## src/rtl/down_counter_pkg.sv

```systemverilog
// Shared definitions for the loadable down counter: default width and
// the FSM state encoding.
package down_counter_pkg;

  localparam int CNT_WIDTH = 4;

  typedef enum logic [1:0] {
    ST_IDLE = 2'b00,
    ST_RUN  = 2'b01,
    ST_DONE = 2'b10
  } state_t;

endpackage : down_counter_pkg

```

## src/rtl/down_counter_4.sv

```systemverilog
// Loadable, enabled down counter with a one-cycle terminal-count pulse,
// a sticky expiry flag, and optional auto-reload for periodic ticks.
module down_counter_4
  import down_counter_pkg::*;
#(
  parameter int WIDTH = CNT_WIDTH
) (
  input  logic             CLOCK,
  input  logic             CLEAR_N,
  input  logic             LOAD,
  input  logic [WIDTH-1:0] D,
  input  logic             EN,
  input  logic             RELOAD,
  input  logic             ACK,
  output logic [WIDTH-1:0] Q,
  output logic             TC,
  output logic             BUSY,
  output logic             EXPIRED
);

  logic [WIDTH-1:0] r_q;
  logic [WIDTH-1:0] r_reload;
  logic             r_tc;
  state_t           r_state;

  logic             w_terminal;
  logic             w_load_nonzero;

  assign w_terminal     = (r_q == WIDTH'(1));
  assign w_load_nonzero = (D != '0);

  // NOTE: non-blocking assignments keep every register sampling the
  // pre-edge values, so the order of statements below cannot create races.
  always_ff @(posedge CLOCK or negedge CLEAR_N) begin
    if (!CLEAR_N) begin
      r_q      <= '0;
      r_reload <= '0;
      r_tc     <= 1'b0;
      r_state  <= ST_IDLE;
    end else begin
      r_tc <= 1'b0;
      if (LOAD) begin
        // A load overrides everything, including a coincident terminal edge.
        r_q      <= D;
        r_reload <= D;
        r_state  <= w_load_nonzero ? ST_RUN : ST_IDLE;
      end else begin
        unique case (r_state)
          ST_IDLE: begin
            r_state <= ST_IDLE;
          end
          ST_RUN: begin
            if (EN) begin
              if (w_terminal) begin
                r_tc <= 1'b1;
                if (RELOAD) begin
                  r_q <= r_reload;
                end else begin
                  r_q     <= '0;
                  r_state <= ST_DONE;
                end
              end else begin
                r_q <= r_q - WIDTH'(1);
              end
            end
          end
          ST_DONE: begin
            r_q <= '0;
            if (ACK) r_state <= ST_IDLE;
          end
          default: begin
            r_state <= ST_IDLE;
          end
        endcase
      end
    end
  end

  assign Q       = r_q;
  assign TC      = r_tc;
  assign BUSY    = (r_state == ST_RUN);
  assign EXPIRED = (r_state == ST_DONE);

endmodule : down_counter_4

```

## config.mk

```make
export PLATFORM = sky130hd
export DESIGN_NAME = down_counter_4
export DESIGN_NICKNAME = d
export VERILOG_FILES = /design/src/rtl/down_counter_pkg.sv /design/src/rtl/down_counter_4.sv
export SDC_FILE = /design/constraint.sdc
export NUM_CORES = 1
export LEC_CHECK = 0
export CAP_MARGIN = 20
export CELL_PAD_IN_SITES_DETAIL_PLACEMENT = 1
export CELL_PAD_IN_SITES_GLOBAL_PLACEMENT = 1
export CORE_MARGIN = 4
export CORE_UTILIZATION = 38
export DETAILED_ROUTE_END_ITERATION = 8
export HOLD_SLACK_MARGIN = 0.12
export PLACE_DENSITY = 0.91
export SETUP_SLACK_MARGIN = 0.02
export SLEW_MARGIN = 0
export SYNTH_ARGS = -nofsm -noshare
export SYNTH_HDL_FRONTEND = slang
export SYNTH_SLANG_ARGS = --single-unit
```

## constraint.sdc

```tcl
create_clock -name CLOCK -period 4.33 [get_ports CLOCK]
set_input_delay 0.6495 -clock CLOCK [delete_from_list [all_inputs] [get_ports CLOCK]]
set_output_delay 0.6495 -clock CLOCK [all_outputs]
set_load 0.01 [all_outputs]
```

==> flow_metrics.py <==
metrics = {
    "synth": {
        "synthSimpleGateAreaFrac": 0.162,
        "post-synth-top-count-cell": "dfrtp_1",
        "syn_inst": 64,
        "synth_top_cell_area_share": 0.420,
        "ys_top_cells_by_area": "dfrtp_1 42%, a21oi_1 5.3%, a2bb2oi_2 4.6%, nor2b_4 4.2%, ha_1 3.8%",
        "synth_compound_area_frac": 0.294,
        "synth_top_cell_by_area": "dfrtp_1",
        "synth.top_cells.by_count": "11 x dfrtp_1, 7 x a21oi_1, 6 x inv_1, 6 x nand2_1, 5 x nor2_1",
        "synth_edf_count": 0,
        "synth_top_family_by_area": "compound AO/OA/AOI/OAI gates",
        "synth_fa_ha_area_frac": 0.0382,
        "synth.mux.area_fraction": 0.0344,
        "yosysSeqAreaShare": 0.420,
        "synth_warnings": 0,
        "ys_types": 26,
        "netlist_area_um2": 656,
        "avgSynthCellArea_um2": 10.2,
        "async_reset_ff_frac": 1.00,
        "synth.net_count": 76,
        "synth-main-ff-cell": "dfrtp_1",
        "synth_xor_area_frac": 0,
        "ys_ff_latch": 11,
    },
    "setup_path": {
        "cp_slowest_cell": "clkdlybuf4s50_1",
        "path_cells": "nor2b_4 > clkdlybuf4s50_1",
        "cp-start-kind": "flop",
        "crit_path_end_kind": "output port",
        "r2r_end": "Q[0]",
        "rrSetupSlack_ns": 2.71,
        "crit_fanout": 6,
        "r2r_start": "Q[1]",
        "critPathKind": "reg -> out",
        "worstRegToRegCells": 6,
        "worstPathArrival_ns": 1.52,
        "cpPeakStageDelay_ns": 0.58,
        "required_ns": 3.68,
    },
    "power": {
        "powerDensity_nw_per_um2": 374,
        "p_switching_mw": 0.102,
        "combPwrFrac": 0.362,
        "vdd_drop_max_uv": 276,
        "p_seq_frac": 0.429,
        "pwr-share-clk": 0.209,
        "internal-power_mw": 0.216,
        "swShare": 0.321,
        "p_leak_nw": 0.357,
    },
    "routing": {
        "first_pass_iters": 4,
        "drt_iter0_drc": 9,
        "wire_per_inst_um": 16.0,
        "via_count": 540,
        "ant_nets": 0,
        "viasPerCell": 5.51,
        "drt-total-wl_mm": 1.57,
        "drc_errors": 0,
    },
    "die": {
        "coreArea_um2": 1560,
        "fp.dieArea_um2": 2450,
        "initial_core_util": 0.421,
        "die_x_um": 49.5,
        "io_pins": 17,
        "chipHeight_um": 49.5,
        "rows": 14,
    },
    "timing": {
        "rsz0062_at_grt": "false",
        "final.min_clock_period_ns": 2.17,
        "finalWorstSetupSlack_ns": 2.16,
        "relSlewSlack": 0.530,
        "worst-slew-pin-transition_ns": 0.703,
        "slew_violations": 0,
        "setup_viol": 0,
        "skew_ns": 0.00618,
        "fin_crit_sh": 0.502,
        "max_freq_ghz": 0.460,
        "finalHoldViolCount": 0,
        "fin_tns_setup_ns": 0,
    },
    "hold_path": {
        "worstHoldStart": "r_reload[0]",
        "hold_end": "r_reload[0]",
        "hold_path_depth": 1,
        "worstHoldPathType": "reg -> reg",
    },
    "place": {
        "pre_cts_slack_ns": 2.03,
        "gp_congestion": 0.815,
        "io_buffers": 16,
        "dp_hpwl_mm": 1.24,
    },
    "cts": {
        "postCtsSetupBuffers": 0,
        "cts_tree": "built",
        "clock_latency_ns": 0.26,
        "cts_made_buffers": 3,
        "cts_max_path_buffers": 2,
        "htreeDepth": 1,
        "clk_pin_slew_worst_paths_ns": 0.07,
        "cts_root_buf": "clkbuf_4",
        "cts_resized": 0,
        "clock_sinks": 11,
        "hold_buffers": 0,
    },
    "global_route": {
        "overflow": 0,
        "grt_pass1_vias": 576,
        "grt_max_degree": 19,
        "grt.total_usage": 0.146,
        "antenna_found_initial": 0,
        "grt_pass1_wl_mm": 2.72,
    },
    "finish": {
        "syn_to_final_growth_pct": 29.8,
        "nFillCells": 174,
        "drive_gt1_frac": 0.134,
        "insertedDiodeCount": 0,
        "layout.nets": 95,
    },
    "job": {
        "drv_cap": 0,
    },
    "run_status": {
        "status": "complete, no violations",
    },
}
## registers in the layout, summed over array words and instances (netlist names)
name and flops:
Q 4, r_state 2, r_reload 4, TC 1
## per-layer routing
metal | vias to the layer above | GRT usage | wire (um)
li1 | 268 | - | -
met1 | 261 | 0.180 | 722
met2 | 9 | 0.242 | 772
met3 | 2 | 0.0482 | 50
met4 | 0 | 0.0415 | 22
met5 | - | 0 | 0
## cells by family (layout without fill, tap and decap cells)
group                    after synthesis  count (layout)
AO/OA/AOI/OAI                         24              24
AND/OR/NAND/NOR                       17              17
flip-flops                            11              11
buffers and inverters                  8              26
adder cells (fa/ha/maj)                2               2
multiplexers                           2               2
## cell type report
class                      instances  area [um2]  share of cell area
inverter                           6        22.5              0.0265
sequential                        11         275               0.324
clock buffer                       4        26.3              0.0309
tap                               16        20.0              0.0235
multi-input combinational         45         347               0.407
timing repair buffer              16         160               0.188
## critical path: cells and delay by family (launching register included)
family / cells / cell delay, ns
AND/OR/NAND/NOR: 1 / 0.28
flip-flops: 1 / 0.39
buffers and inverters: 1 / 0.58
## metrics by stage
step | instances | hold WS, ns | utilization | instance area, um2 | total power, mW
2_1_floorplan | 64 | 0.354 | - | 656 | 0.205
3_3_place_gp | 94 | 0.471 | 0.529 | 825 | 0.250
3_5_place_dp | 94 | 0.484 | 0.529 | 825 | 0.253
4_1_cts | 98 | 0.499 | 0.546 | 851 | 0.323
5_1_grt | 98 | 0.534 | 0.546 | 851 | 0.341
6_report | 98 | 0.493 | 0.546 | 851 | 0.318
## how the worst max path moves through the flow
stage	slack [ns]	depth (start not counted)	startpoint	end
floorplan	2.82	4	LOAD	Q[2]
global placement	2.04	4	LOAD	Q[2]
detailed placement	2.03	4	LOAD	Q[3]
CTS	2.14	2	r_state[1]	EXPIRED
global route	2.10	2	r_state[1]	EXPIRED
finish	2.16	2	r_state[1]	EXPIRED
## power groups by stage
stage | clock, mW | sequential (mW) | combinational [mW]
floorplan | 0 | 0.141 | 0.0642
finish | 0.0667 | 0.137 | 0.115
global route | 0.0771 | 0.139 | 0.125
global placement | 0 | 0.138 | 0.112
CTS | 0.0698 | 0.137 | 0.116
detailed placement | 0 | 0.138 | 0.115
## cell usage in the layout, fill, tap and decap left out, drive strengths merged
cell type      count
a2bb2oi            3
a31oi              1
nor2               5
nor3b              1
a211oi             1
nand3              1
a2111oi            1
mux2               2
a221o              2
a22oi              1
nor2b              2
or2                1
o31ai              1
nor3               1
ha                 2
clkdlybuf4s50     16
o21ai              4
nand2              6
inv                6
dfrtp             11
o22ai              1
o41ai              1
o21bai             1
a21oi              7
clkbuf             4
Note: power is estimated with default switching activity, not from simulation.
